$ cat config.mk
export PLATFORM = sky130hd
export DESIGN_NAME = gac_regfile_nrd
export DESIGN_NICKNAME = d
export VERILOG_FILES = /design/src/rtl/gac_regfile_nrd.sv
export SDC_FILE = /design/constraint.sdc
export NUM_CORES = 2
export LEC_CHECK = 0
export CAP_MARGIN = 40
export CORE_ASPECT_RATIO = 1.25
export CORE_MARGIN = 5
export CORE_UTILIZATION = 35
export DETAILED_ROUTE_END_ITERATION = 7
export PLACE_DENSITY = 0.59
export SLEW_MARGIN = 40
export SYNTH_ARGS = -nofsm -noshare
export SYNTH_HDL_FRONTEND = slang
export SYNTH_SLANG_ARGS = --single-unit
$ cat constraint.sdc
create_clock -name clk -period 3.8 [get_ports clk]
set_input_delay 0.76 -clock clk [delete_from_list [all_inputs] [get_ports clk]]
set_output_delay 0.76 -clock clk [all_outputs]
set_load 0.005 [all_outputs]
$ cat src/rtl/gac_regfile_nrd.sv
`default_nettype none
// ============================================================================
// Module : gac_regfile_nrd
// Desc   : DEPTH x WIDTH register file, one write port, NRD read ports with
//          optional registered read, write-to-read bypass and zero entry.
// Rev    : 1.0  initial release
// ============================================================================
module gac_regfile_nrd #(
    parameter int WIDTH    = 32,
    parameter int DEPTH    = 32,
    parameter int AW       = 5,
    parameter int NRD      = 2,
    parameter int RD_REG   = 0,
    parameter int BYPASS   = 1,
    parameter int ZERO_REG = 1
) (
    input  logic                 clk,
    input  logic                 rst_n,
    input  logic                 we,
    input  logic [AW-1:0]        waddr,
    input  logic [WIDTH-1:0]     wdata,
    input  logic [NRD-1:0]       re,
    input  logic [NRD*AW-1:0]    raddr,
    output logic [NRD*WIDTH-1:0] rdata,
    output logic [NRD-1:0]       rvalid
);

    // One extra bit so DEPTH == 2**AW is representable in the range check.
    localparam logic [AW:0] c_DEPTH = (AW+1)'(DEPTH);
    localparam bit          c_ZERO  = (ZERO_REG != 0);
    localparam bit          c_BYP   = (BYPASS != 0);

    logic             w_wlegal;
    logic             w_wv;
    logic [WIDTH-1:0] mem_q [DEPTH];

    assign w_wlegal = ({1'b0, waddr} < c_DEPTH) && !(c_ZERO && (waddr == '0));
    assign w_wv     = we && w_wlegal;

    always_ff @(posedge clk or negedge rst_n) begin
        if (!rst_n) begin
            for (int e = 0; e < DEPTH; e++) begin
                mem_q[e] <= '0;
            end
        end else if (w_wv) begin
            for (int e = 0; e < DEPTH; e++) begin
                if (waddr == AW'(e)) begin
                    mem_q[e] <= wdata;
                end
            end
        end
    end

    for (genvar p = 0; p < NRD; p++) begin : g_port
        logic [AW-1:0]    w_ra;
        logic             w_rlegal;
        logic             w_hit;
        logic [WIDTH-1:0] w_src;

        assign w_ra     = raddr[p*AW +: AW];
        assign w_rlegal = ({1'b0, w_ra} < c_DEPTH) && !(c_ZERO && (w_ra == '0));
        assign w_hit    = c_BYP && w_wv && (waddr == w_ra);

        always_comb begin
            w_src = '0;
            if (w_rlegal) begin
                if (w_hit) begin
                    w_src = wdata;
                end else begin
                    for (int e = 0; e < DEPTH; e++) begin
                        if (w_ra == AW'(e)) begin
                            w_src = mem_q[e];
                        end
                    end
                end
            end
        end

        if (RD_REG != 0) begin : g_reg
            logic [WIDTH-1:0] rdata_q;
            logic [WIDTH-1:0] rdata_d;
            logic             rvalid_q;

            always_comb begin
                rdata_d = re[p] ? w_src : rdata_q;
            end

            always_ff @(posedge clk or negedge rst_n) begin
                if (!rst_n) begin
                    rdata_q  <= '0;
                    rvalid_q <= 1'b0;
                end else begin
                    rdata_q  <= rdata_d;
                    rvalid_q <= re[p];
                end
            end

            assign rdata[p*WIDTH +: WIDTH] = rdata_q;
            assign rvalid[p]               = rvalid_q;
        end else begin : g_comb
            // Read enable has no meaning for a combinational port.
            logic w_unused_re;
            assign w_unused_re             = re[p];
            assign rdata[p*WIDTH +: WIDTH] = w_src;
            assign rvalid[p]               = rst_n;
        end
    end

endmodule
`default_nettype wire
==> impl_metrics.json <==
{
  "fillers": 13610,
  "drt_pre_antenna_iters": 6,
  "antenna_found_initial": 20,
  "grt_max_degree": 152,
  "fin_util": 0.498,
  "fin_cells": 7956,
  "slowest_stage": "nor4b_4",
  "path_class": "primary input to output pin",
  "setup_viol": 25,
  "final-seq-area_mm2": 0.0248,
  "place_congestion": 1.07,
  "finalHoldViolations": 0,
  "required_ps": 3040,
  "synth.distinct_cells": 89,
  "violations": "negative setup slack",
  "drtAntennaViolNets": 0,
  "clkSlewWorstSetupHoldPaths_ps": 60,
  "reg.largest.list": "mem_q (992)",
  "gr-usage-all-layers": 0.410,
  "slowest_delay_ps": 570,
  "routed-via-count": 53827,
  "post_route_cells_drive_above_1_share": 0.508,
  "yosysWarnings": 0,
  "clock_latency_ps": 800,
  "cts_tree": "yes",
  "design.core.area_mm2": 0.150,
  "root_buffer": "clkbuf_16",
  "status": "finished with violations",
  "slew_headroom": 0.394,
  "dp_hpwl_um": 235000,
  "clock_path_buffers": 3,
  "rsz0062_at_grt": "yes",
  "async_flop_share": 1.00,
  "cts_inserted_buffers": 105,
  "place_ws_ps": -1460,
  "critPathMaxFanout": 5,
  "hp-class": "primary input to asynchronous set/reset pin",
  "wire_per_inst_um": 42.3,
  "yosysSeqAreaShare": 0.468,
  "period_minus_slack_ps": 3950,
  "ir_drop_mv": 0.372,
  "ys_seq_elements": 992,
  "areaGrowthSynthToFinish_pct": 41.0,
  "worstMarginPinSlew_ps": 900,
  "drc_errors": 0,
  "portBuffers": 115,
  "syn_area_per_cell_um2": 10.9,
  "worstSetupEndpointType": "output pin",
  "multi_input_area_mm2": 0.0291,
  "ios": 118,
  "skew_ps": 0,
  "rows": 159,
  "drv_cap": 0,
  "top_register": "mem_q",
  "overflow": 0,
  "grt_pass1_wl_um": 452000,
  "ys.flop_type": "dfrtp_1",
  "start_kind": "primary input",
  "cts_num_sinks": 992,
  "routed_wl_um": 336000,
  "drv_slew": 0,
  "arrival_ps": 3190,
  "post-place-cells": 7482,
  "crit_path_cell_trace": "buf_12 > buf_8 > nor4b_4 > buf_4 > buf_8 > a32o_2 > a221oi_2 > nand4_1 > or4_4 > a211oi_2 > buf_4 > nor3_4 > clkbuf_2",
  "fin_nets": 5894,
  "synthesis.nets": 4900,
  "dieArea_mm2": 0.160,
  "syn_inst": 4848,
  "syn-cell-area_mm2": 0.0531,
  "p_leak_nw": 32.8,
  "setup_slack_ps": -148,
  "p_per_area_mw_per_mm2": 441,
  "routed_via_density": 6.77,
  "die_h_um": 445,
  "drt_iter0_drc": 8117,
  "start_util": 0.353,
  "die_w_um": 358,
  "fmax_mhz": 253,
  "synth_edf_count": 0,
  "fin_crit_sh": 1.04,
  "grt_pass1_vias": 52949,
  "h-tree-depth": 3,
  "largest_register_ffs": 992
}
==> area by class of cell <==
cell class	count	share of cell area
inverters	13	0.000652
multi-input cells	3368	0.389
repair buffers	1362	0.194
well taps	2012	0.0336
flip-flops and latches	992	0.332
diodes	11	0.000368
clock inverters	54	0.00998
clock buffers	144	0.0404
==> worst max-delay path, delay by kind of cell <==
family                 cells  cell delay [ps]
buffers and inverters      6              950
AND/OR/NAND/NOR            4             1180
AO/OA/AOI/OAI              3              260
==> logic make-up after synthesis <==
kind of cell	count (synthesis)	share of synthesized area
xor gates and xnor gates	10	0.00165
buffers and inverters	488	0.0428
DFF	992	0.468
muxes	1029	0.218
AOI/OAI and AO/OA	1356	0.179
and+or+nand+nor	973	0.0910
==> report_power, final <==
group / leakage (nW) / internal, mW / switching (mW)
Combinational: 18.3 / 3.28 / 3.17
Sequential: 12.7 / 12.6 / 2.42
Clock: 1.82 / 6.46 / 5.03
Total: 32.8 / 22.4 / 10.6
==> layout by cell type (no fill, tap or decap), types with 107 or more instances in the layout <==
cell / count
dfrtp_1: 991
mux2_2: 990
buf_4: 814
a22oi_1: 471
nand2_1: 288
buf_12: 253
a21oi_1: 171
nor2_1: 168
buf_6: 149
o21ai_0: 132
clkbuf_16: 107
==> what timing repair did <==
item / in CTS / in global routing
hold endpoints to repair: 13 / 0
setup endpoints to repair: 64 / 59
gates cloned: 9 / 1
pin swaps: 274 / 212
setup buffers: 258 / 54
resized for setup: 976 / 226
hold buffers: 1 / 0
==> worst paths after layout <==
kind,start,endpoint,slack [ps],cells after the start
setup / recovery,raddr[4],rdata[29],-150,13
hold / removal,rst_n,mem_q[763],470,2
setup reg to reg,mem_q[889],mem_q[889],2790,1
hold reg to reg,mem_q[353],mem_q[353],510,2
max in group asynchronous,rst_n,mem_q[625],1800,4
min in group clk,mem_q[353],mem_q[353],510,2
==> per-stage QoR <==
| step | hold WS, ps | TNS [ps] | instance area (um2) | power [mW] |
|---|---|---|---|---|
| 5_1_grt | 487 | -1620 | 74800 | 33.8 |
| 4_1_cts | 456 | -1770 | 73700 | 32.6 |
| 6_report | 465 | -1300 | 74800 | 33.0 |
| 3_3_place_gp | 490 | -64770 | 64600 | 20.5 |
| 3_5_place_dp | 494 | -63640 | 64600 | 20.7 |
| 2_1_floorplan | 464 | 0 | 53100 | 17.1 |
==> synthesized netlist by cell type (10+ instances only) <==
master     number  area (um2)
dfrtp_1       992       24800
mux2_2        990       11100
a22oi_1       541        4060
nand2_1       313        1170
clkbuf_1      228         856
nor2_1        227         852
a21oi_1       210        1050
o21ai_0       175         876
buf_2         156         781
nand4_1        86         538
nand3_1        83         415
o22ai_1        64         400
nor3_1         56         280
a221oi_1       55         482
buf_4          44         330
o211ai_1       37         278
a22o_1         36         315
mux2i_1        36         360
buf_1          35         131
and3_1         33         206
nor2b_1        27         169
a31oi_1        25         156
a2111oi_0      23         201
a211oi_1       22         165
a21o_1         17         128
nand2b_1       17         106
nor2_2         17         106
a222oi_1       15         150
o221ai_1       14         123
a32oi_1        13         114
inv_1          13        48.8
nor4_1         12        75.1
or3_1          12        75.1
o2bb2ai_1      11        96.3
buf_6          10         113
==> layer usage <==
metal	global-route usage	routed length (um)	vias to the layer above
li1	-	-	20463
met1	0.505	120000	27245
met2	0.587	137000	4485
met3	0.119	40400	1624
met4	0.352	39000	10
met5	0.00152	70	-
(Power assumes the default switching activity.)
